$ cat config.mk
export PLATFORM = sky130hd
export DESIGN_NAME = ifu
export DESIGN_NICKNAME = d
export VERILOG_FILES = /design/src/rtl/ifu_pkg.sv /design/src/rtl/ifu_npc.sv /design/src/rtl/ifu.sv
export SDC_FILE = /design/constraint.sdc
export NUM_CORES = 1
export LEC_CHECK = 0
export CELL_PAD_IN_SITES_DETAIL_PLACEMENT = 1
export CELL_PAD_IN_SITES_GLOBAL_PLACEMENT = 1
export CORE_MARGIN = 2
export CORE_UTILIZATION = 34
export DETAILED_ROUTE_END_ITERATION = 6
export PLACE_DENSITY = 0.92
export SYNTH_ARGS = -nofsm -noshare
export SYNTH_HDL_FRONTEND = slang
export SYNTH_SLANG_ARGS = --single-unit
$ cat constraint.sdc
create_clock -name clk -period 4.3 [get_ports clk]
set_input_delay 0.645 -clock clk [delete_from_list [all_inputs] [get_ports clk]]
set_output_delay 0.645 -clock clk [all_outputs]
set_load 0.1 [all_outputs]
$ cat src/rtl/ifu_pkg.sv
`default_nettype none
// ============================================================================
//  Module   : ifu_pkg
//  Brief    : Shared widths, opcode constants, FSM encoding and helpers for
//             the MIPS32 instruction fetch unit.
//  Revision : 1.0  initial release
// ============================================================================
package ifu_pkg;

    localparam int WORD_LEN   = 32;
    localparam int OPCODE_LEN = 6;
    localparam int FUNCT_LEN  = 6;

    // Opcodes the fetch unit cares about (the rest are decoded downstream)
    localparam logic [OPCODE_LEN-1:0] c_OP_RTYPE = 6'h00;
    localparam logic [OPCODE_LEN-1:0] c_OP_J     = 6'h02;
    localparam logic [OPCODE_LEN-1:0] c_OP_BEQ   = 6'h04;

    // Fetch/execute sequencer encoding
    typedef enum logic [0:0] {
        IFU_FETCH = 1'b0,
        IFU_EXEC  = 1'b1
    } ifu_state_e;

    // Sign-extend a 16-bit immediate to a full word
    function automatic logic [WORD_LEN-1:0] sign_ext16(input logic [15:0] imm);
        return {{(WORD_LEN-16){imm[15]}}, imm};
    endfunction

endpackage
`default_nettype wire

$ cat src/rtl/ifu_npc.sv
`default_nettype none
// ============================================================================
//  Module   : ifu_npc
//  Brief    : Combinational next-PC selection: jump target, taken branch
//             target or sequential PC+4. Jump has priority over branch.
//  Revision : 1.0  initial release
// ============================================================================
module ifu_npc
    import ifu_pkg::*;
(
    input  logic [WORD_LEN-1:0] i_pc_plus4,
    input  logic [25:0]         i_target,   // Instr[25:0]; imm is its low half
    input  logic                i_jump,
    input  logic                i_branch,
    input  logic                i_zero,
    output logic [WORD_LEN-1:0] o_next_pc
);

    logic [WORD_LEN-1:0] w_imm_sext;
    logic [WORD_LEN-1:0] w_br_off;

    assign w_imm_sext = sign_ext16(i_target[15:0]);
    assign w_br_off   = {w_imm_sext[WORD_LEN-3:0], 2'b00};

    // Priority select of the next PC; low two bits always forced to zero
    always_comb begin
        o_next_pc = i_pc_plus4;
        if (i_jump) begin
            o_next_pc = {i_pc_plus4[31:28], i_target, 2'b00};
        end else if (i_branch && i_zero) begin
            o_next_pc = i_pc_plus4 + w_br_off;
        end
        o_next_pc[1:0] = 2'b00;
    end

endmodule
`default_nettype wire

$ cat src/rtl/ifu.sv
`default_nettype none
// ============================================================================
//  Module   : ifu
//  Brief    : MIPS32 instruction fetch unit. Holds the PC, fetches one word
//             per instruction over a req/valid handshake, latches it in the
//             instruction register and resolves the next PC when the
//             instruction leaves EXEC.
//  Revision : 1.0  initial release
// ============================================================================
module ifu
    import ifu_pkg::*;
#(
    parameter logic [WORD_LEN-1:0] RESET_PC = 32'h0000_0000
) (
    input  logic                  clk,
    input  logic                  rst,
    input  logic                  Jump,
    input  logic                  Branch,
    input  logic                  Zero,
    input  logic                  stall,
    output logic                  imem_req,
    output logic [WORD_LEN-1:0]   imem_addr,
    input  logic [WORD_LEN-1:0]   imem_rdata,
    input  logic                  imem_valid,
    output logic [WORD_LEN-1:0]   Instr,
    output logic                  InstrValid,
    output logic [OPCODE_LEN-1:0] OpCode,
    output logic [FUNCT_LEN-1:0]  Funct,
    output logic [WORD_LEN-1:0]   PC,
    output logic [WORD_LEN-1:0]   PCPlus4,
    output logic [WORD_LEN-1:0]   InstrCount
);

    // A misaligned reset vector is silently aligned down
    localparam logic [WORD_LEN-1:0] c_RESET_PC_ALIGNED = {RESET_PC[WORD_LEN-1:2], 2'b00};

    ifu_state_e          r_state_q, w_state_d;
    logic [WORD_LEN-1:0] r_pc_q,    w_pc_d;
    logic [WORD_LEN-1:0] r_instr_q, w_instr_d;
    logic [WORD_LEN-1:0] r_count_q, w_count_d;
    logic [WORD_LEN-1:0] w_pc_plus4;
    logic [WORD_LEN-1:0] w_next_pc;

    assign w_pc_plus4 = r_pc_q + 32'd4;

    ifu_npc u_npc (
        .i_pc_plus4 (w_pc_plus4),
        .i_target   (r_instr_q[25:0]),
        .i_jump     (Jump),
        .i_branch   (Branch),
        .i_zero     (Zero),
        .o_next_pc  (w_next_pc)
    );

    // Next-state and register update: latch on valid in FETCH, retire in EXEC
    always_comb begin
        w_state_d = r_state_q;
        w_pc_d    = r_pc_q;
        w_instr_d = r_instr_q;
        w_count_d = r_count_q;
        case (r_state_q)
            IFU_FETCH: begin
                if (imem_valid) begin
                    w_instr_d = imem_rdata;
                    w_state_d = IFU_EXEC;
                end
            end
            IFU_EXEC: begin
                if (!stall) begin
                    w_pc_d    = w_next_pc;
                    w_count_d = r_count_q + 32'd1;
                    w_state_d = IFU_FETCH;
                end
            end
            default: w_state_d = IFU_FETCH;
        endcase
    end

    // State registers; reset overrides stall and any memory response
    always_ff @(posedge clk) begin
        if (rst) begin
            r_state_q <= IFU_FETCH;
            r_pc_q    <= c_RESET_PC_ALIGNED;
            r_instr_q <= '0;
            r_count_q <= '0;
        end else begin
            r_state_q <= w_state_d;
            r_pc_q    <= w_pc_d;
            r_instr_q <= w_instr_d;
            r_count_q <= w_count_d;
        end
    end

    // Handshake and status outputs are held low while rst is asserted
    assign imem_req   = !rst && (r_state_q == IFU_FETCH);
    assign InstrValid = !rst && (r_state_q == IFU_EXEC);
    assign imem_addr  = r_pc_q;
    assign PC         = r_pc_q;
    assign PCPlus4    = w_pc_plus4;
    assign Instr      = r_instr_q;
    assign OpCode     = r_instr_q[31:26];
    assign Funct      = r_instr_q[5:0];
    assign InstrCount = r_count_q;

endmodule
`default_nettype wire

==> results of run 1 <==
[per-stage QoR]
| stage | power (W) | hold WS [ns] | worst slack (ns) | cells |
|---|---|---|---|---|
| 2_1_floorplan | 0.001555 | 0.4972 | -0.01447 | 857 |
| 3_3_place_gp | 0.001727 | 0.4523 | 0.4103 | 1250 |
| 3_5_place_dp | 0.001739 | 0.4642 | 0.3324 | 1250 |
| 4_1_cts | 0.002565 | 0.4755 | 0.3041 | 1266 |
| 5_1_grt | 0.002626 | 0.4928 | 0.1061 | 1266 |
| 6_report | 0.002551 | 0.4753 | 0.3973 | 1266 |
[cells by family after synthesis]
kind of cell    synth area share [%]
buf+inv                        8.232
simple gates                   24.28
flops                          28.96
fa+ha+maj                      7.355
compound gates                 20.18
other cells                  0.05711
xor+xnor                       10.40
mux                           0.5335
[layer usage]
layer  up-vias  routed length (um)  GRT usage, %
li1       3227                   -             -
met1      3304               10440         29.91
met2       241               11830         40.49
met3        57                1523         4.661
met4         0                 777         9.849
met5         -                   0             0
[state kept, by name, summed over array words and instances, names as in the netlist]
name and cells:
InstrCount 32, PC 30, r_state_q 1, Instr 32
[cell usage in the layout, fill, tap and decap left out, types with 11 or more instances in the layout]
| master | netlist | routed |
|---|---|---|
| clkdlybuf4s50_1 | 0 | 181 |
| nand2_1 | 143 | 143 |
| a21oi_1 | 86 | 86 |
| dfxtp_1 | 95 | 72 |
| nor2_1 | 72 | 72 |
| ha_1 | 37 | 37 |
| buf_4 | 48 | 36 |
| o21ai_0 | 33 | 33 |
| xor2_1 | 37 | 28 |
| nand3_1 | 25 | 25 |
| xnor2_1 | 41 | 23 |
| and3_1 | 19 | 19 |
| a21o_1 | 18 | 18 |
| o211ai_1 | 18 | 18 |
| dfxtp_2 | 0 | 15 |
| inv_1 | 12 | 12 |
| nand4_1 | 11 | 11 |
[worst min-delay path: cells and delay by family (launching register included)]
kind | cells | cell delay, ns
DFF | 1 | 0.33
and+or+nand+nor | 1 | 0.06
AOI/OAI and AO/OA | 1 | 0.05
[final cells by class]
class / instances / area (um^2) / share of cell area, %
clock buffer: 10 / 239.0 / 2.597
clock inverter: 6 / 60.06 / 0.6525
sequential: 95 / 1951 / 21.19
timing repair buffer: 217 / 2082 / 22.62
multi-input combinational: 666 / 4502 / 48.91
inverter: 12 / 45.04 / 0.4894
tap: 260 / 325.3 / 3.535
[path summary, 6_finish.rpt]
path	from	endpoint	slack [ns]	cells after the start
max reg2reg	PC[2]	PC[19]	0.40	14
min	Instr[22]	Instr[22]	0.48	2
min reg2reg	Instr[22]	Instr[22]	0.48	2
max	PC[2]	PC[19]	0.40	14
[where the power goes]
group,switching (W),internal [W]
Clock,0.000404,0.000422
Sequential,0.0000453,0.000904
Combinational,0.000582,0.000193
Total,0.00103,0.00152
[timing repair]
item / in CTS / in global routing
setup endpoints to repair: 0 / 2
gates resized for setup: 0 / 1
setup buffers: 0 / 0
==> results.py, run 1 <==
metrics = {
    "detailed_routing": {
        "drt_pass1_iterations": 5,
        "drc": 0,
        "routedWlPerCell_um": 19.41,
        "drt-total-wl_um": 24570,
        "post_drt_via_cell_ratio": 5.394,
        "drtIter0Drc": 559,
        "num_vias": 6829,
        "ant_nets": 0,
    },
    "worst_setup_path": {
        "cpMaxStageDelayCell": "o31ai_4",
        "path_cells": "ha_1, nand3_1, nor2_1, nand4_1, xnor2_4, ha_1, a21oi_1, nand2_1, o31ai_4, o21ai_0, xnor2_1, o211ai_1, o21ai_0, o21ai_0",
        "cp_top_family": "compound AO/OA/AOI/OAI gates",
        "cp.buffers_inverters": 0,
        "critPathMostFrequentCell": "o21ai_0",
        "path_class": "reg -> reg",
        "cp_max_fo": 8,
        "critPathArrivalTime_ns": 4.17,
        "required_ns": 4.57,
        "worst_path_largest_cell_delay_ns": 0.47,
        "startpoint_type": "register",
        "crit_path_end_kind": "register",
    },
    "synth": {
        "avgSynthCellArea_um2": 7.707,
        "synth.distinct_cells": 67,
        "synth_top_area_share_pct": 28.96,
        "yosys_warnings": 0,
        "synth_most_common_cell": "nand2_1",
        "synthCells": 852,
        "synth_edf_count": 0,
        "synthFlopType": "dfxtp_1",
        "synthArstFlopShare_pct": 0,
        "synth-seq-cells": 95,
        "synth_area_leaders": "dfxtp_1, nand2_1, ha_1, a21oi_1, buf_4",
        "netlist_area_um2": 6566,
        "synthTopCellsByCount": "nand2_1, dfxtp_1, a21oi_1, nor2_1, buf_4",
        "yosysTopAreaCell": "dfxtp_1",
        "ys_seq_area_share_pct": 28.96,
    },
    "clock_tree": {
        "h-tree-depth": 3,
        "postCtsHoldBufs": 0,
        "ctsRootBufferMaster": "clkbuf_16",
        "path_clk_slew_ns": 0.08,
        "cts_buffer_depth": 2,
        "tritoncts": "done",
        "clk_latency_ns": 0.36,
        "cts_sinks": 95,
        "cts_buffers": 9,
    },
    "grt": {
        "overflow": 0,
        "grt_pass1_vias": 7027,
        "grt_util_all_layers_pct": 23.98,
        "grt_pass1_wl_um": 38370,
        "grt_max_degree": 64,
        "antenna_found_initial": 0,
    },
    "final_layout": {
        "synthToLayoutAreaGrowth_pct": 40.17,
        "final_util_pct": 48.88,
        "antenna_cells": 0,
        "final_area_um2": 9204,
        "fin_nets": 1078,
        "fillers": 2250,
        "drive_gt1_share_pct": 12.62,
    },
    "timing": {
        "period_share_pct": 90.76,
        "skew_ns": 0.01272,
        "slew_violations": 0,
        "fmax_ghz": 0.2562,
        "rsz0062_at_grt": "no",
        "post-route-min-period_ns": 3.903,
        "hold_viol": 0,
        "finalSetupViolCount": 0,
        "relSlewSlack_pct": 24.17,
        "tightest_slew_ns": 1.137,
        "fin_tns_setup_ns": 0,
    },
    "floorplanning": {
        "die_y_um": 143.0,
        "start_util_pct": 34.87,
        "die_w_um": 143.0,
        "io_pins": 213,
        "die_area_um2": 20440,
        "core_um2": 18830,
        "num_rows": 50,
    },
    "run_status": {
        "status": "finished clean",
    },
    "power": {
        "peakVddDrop_mv": 0.2104,
        "powerDensity_nw_per_um2": 277.2,
        "p_leak_nw": 3.641,
    },
    "placed_design": {
        "hpwl_um": 18500,
        "postPlaceCellArea_um2": 8900,
        "portBuffers": 206,
        "gp_congestion": 0.9448,
    },
    "flow_run": {
        "drv_cap": 0,
    },
    "hold_path": {
        "hp-class": "reg -> reg",
    },
}
(Power assumes the default switching activity.)
==> inputs of run 2 (changes only) <==
- CTS_CLUSTER_SIZE: not set -> 28
==> results of run 2 <==
Final layout, timing and power as in run 1 (identical DEF).
==> inputs of run 3 (changes only) <==
- CAP_MARGIN: not set -> 20
- CORE_MARGIN: 2 -> not set
- GPL_TIMING_DRIVEN: not set -> 0
==> results.py, run 3 (synthesis results as in run 1) <==
metrics = {
    "worst_setup_path": {
        "cpMaxStageDelayCell": "clkdlybuf4s50_1",
        "cp_top_family": "simple AND/OR/NAND/NOR gates",
        "critPathArrivalTime_ns": 3.55,
        "worstReg2RegStart": "PC[2]",
        "startpoint_type": "register",
        "path_cells": "and4_1, nand3_2, or2_4, nor3_1, xor2_4, clkdlybuf4s50_1",
        "cp.buffers_inverters": 1,
        "crit_path_end_kind": "output port",
        "cp-startpoint": "PC[4]",
        "required_ns": 3.65,
        "cp_max_fo": 7,
        "worst_path_largest_cell_delay_ns": 1.17,
        "path_class": "reg -> out",
    },
    "floorplanning": {
        "io_pins": 213,
        "num_rows": 50,
        "die_w_um": 141.0,
        "die_y_um": 141.0,
        "die_area_um2": 19870,
        "start_util_pct": 34.87,
        "core_um2": 18830,
    },
    "power": {
        "p_seq_share_pct": 36.0,
        "power_frac_comb_pct": 30.7,
        "p_clk_share_pct": 33.2,
        "p_sw_share_pct": 39.10,
        "powerDensity_nw_per_um2": 271.5,
        "intPower_w": 0.001612,
        "p_leak_nw": 3.931,
        "switching_power_w": 0.001035,
        "peakVddDrop_mv": 0.1933,
    },
    "clock_tree": {
        "path_clk_slew_ns": 0.07,
        "cts_post_setup_buffers_inserted": 0,
        "cts_buffers": 9,
        "cts_resized": 7,
        "h-tree-depth": 3,
        "clk_latency_ns": 0.36,
        "ctsRootBufferMaster": "clkbuf_16",
        "postCtsHoldBufs": 0,
        "cts_sinks": 95,
        "cts_buffer_depth": 2,
        "tritoncts": "done",
    },
    "final_layout": {
        "drive_gt1_share_pct": 12.96,
        "fin_nets": 1152,
        "synthToLayoutAreaGrowth_pct": 48.42,
        "layout_commonest_cell": "clkdlybuf4s50_1",
        "instances_no_fill": 1340,
        "final_cell_mix": "clkdlybuf4s50_1, nand2_1, a21oi_1",
        "antenna_cells": 0,
        "final_area_um2": 9746,
        "final_util_pct": 51.75,
    },
    "grt": {
        "overflow": 0,
        "grt_util_all_layers_pct": 26.93,
        "grt_pass1_vias": 7598,
        "grt_max_degree": 29,
        "grt_pass1_wl_um": 41680,
        "antenna_found_initial": 0,
    },
    "timing": {
        "hold_viol": 0,
        "relSlewSlack_pct": 29.29,
        "post-route-min-period_ns": 4.195,
        "skew_ns": 0.01222,
        "period_share_pct": 97.56,
        "finalSetupViolCount": 0,
        "fmax_ghz": 0.2384,
        "rsz0062_at_grt": "no",
        "slew_violations": 0,
        "tightest_slew_ns": 1.057,
    },
    "run_status": {
        "status": "finished clean",
    },
    "detailed_routing": {
        "post_drt_via_cell_ratio": 5.435,
        "drt_pass1_iterations": 5,
        "routedWlPerCell_um": 20.00,
        "drc": 0,
        "drt-total-wl_um": 26800,
        "drtIter0Drc": 487,
        "ant_nets": 0,
        "num_vias": 7283,
    },
    "flow_run": {
        "drv_cap": 0,
    },
    "placed_design": {
        "dp_cells": 1323,
        "gp_congestion": 0.9087,
        "postPlaceCellArea_um2": 9370,
        "hpwl_um": 20310,
        "portBuffers": 206,
    },
    "hold_path": {
        "hp-class": "reg -> reg",
        "holdCritStartpoint": "Instr[26]",
    },
}
-- run 3: changes by cell type in the layout (fill, tap and decap cells not counted), moves of 2 or more --
cell             delta
clkbuf_1           +33
clkdlybuf4s50_1    +17
buf_4              +12
dlygate4sd2_1       +6
buf_1               +4
clkinv_4            -2
clkinvlp_4          +2
dlymetal6s2s_1      +2
nor2b_1             +2
nor2b_2             -2
-- run 3: path summary, 6_finish.rpt --
kind	cells after the start	slack, ns	endpoint
min reg2reg	2	0.49	Instr[26]
min	2	0.49	Instr[26]
max reg2reg	14	0.21	PC[30]
max	6	0.10	PCPlus4[29]
-- run 3: worst register-to-register path: stages, from the launching register on --
cell and delay, ns:
dfxtp_4 0.40, ha_1 0.29, nand3_2 0.24, nor2_2 0.30, nand2_1 0.19, xnor2_4 0.19, ha_1 0.42, nand2_1 0.13
nor2b_1 0.29, a221oi_2 0.15, o31ai_1 0.52, a41oi_1 0.26, o21ai_0 0.31, xnor2_1 0.18, o22ai_1 0.09
-- run 3: routing by layer --
layer | GRT usage [%] | vias up | part of all wire (%)
met2 | 46.87 | 263 | 49
met1 | 32.33 | 3571 | 41
met4 | 13.33 | 0 | 3.6
li1 | - | 3381 | -
met5 | 0 | - | 0
met3 | 4.042 | 68 | 5.8
-- run 3: cell type report --
cell class / count / area, um^2
buffer: 84 / 495.5
clock buffer: 11 / 254.0
clock inverter: 5 / 62.56
fill: 2246 / 9085
inverter: 12 / 45.04
multi-input combinational: 666 / 4526
sequential: 95 / 1951
tap: 260 / 325.3
timing repair buffer: 207 / 2087
-- run 3: per-stage QoR --
step	power, W	setup TNS, ns	setup WS [ns]	hold WS (ns)
global placement	0.001759	-0.09983	-0.09983	0.4630
CTS	0.002651	0	0.001458	0.4898
floorplan	0.001555	-0.01496	-0.01447	0.4972
global route	0.002726	0	0.02828	0.5174
finish	0.002646	0	0.1049	0.4858
detailed placement	0.001776	-0.1474	-0.1474	0.4798
-- run 3: power by group through the flow --
stage | combinational [W] | clock [W] | sequential, W
6_report | 0.000813 | 0.000879 | 0.000954
3_3_place_gp | 0.000785 | 0 | 0.000974
4_1_cts | 0.000803 | 0.000891 | 0.000957
2_1_floorplan | 0.000405 | 0 | 0.00115
3_5_place_dp | 0.000799 | 0 | 0.000977
5_1_grt | 0.000846 | 0.000922 | 0.000957
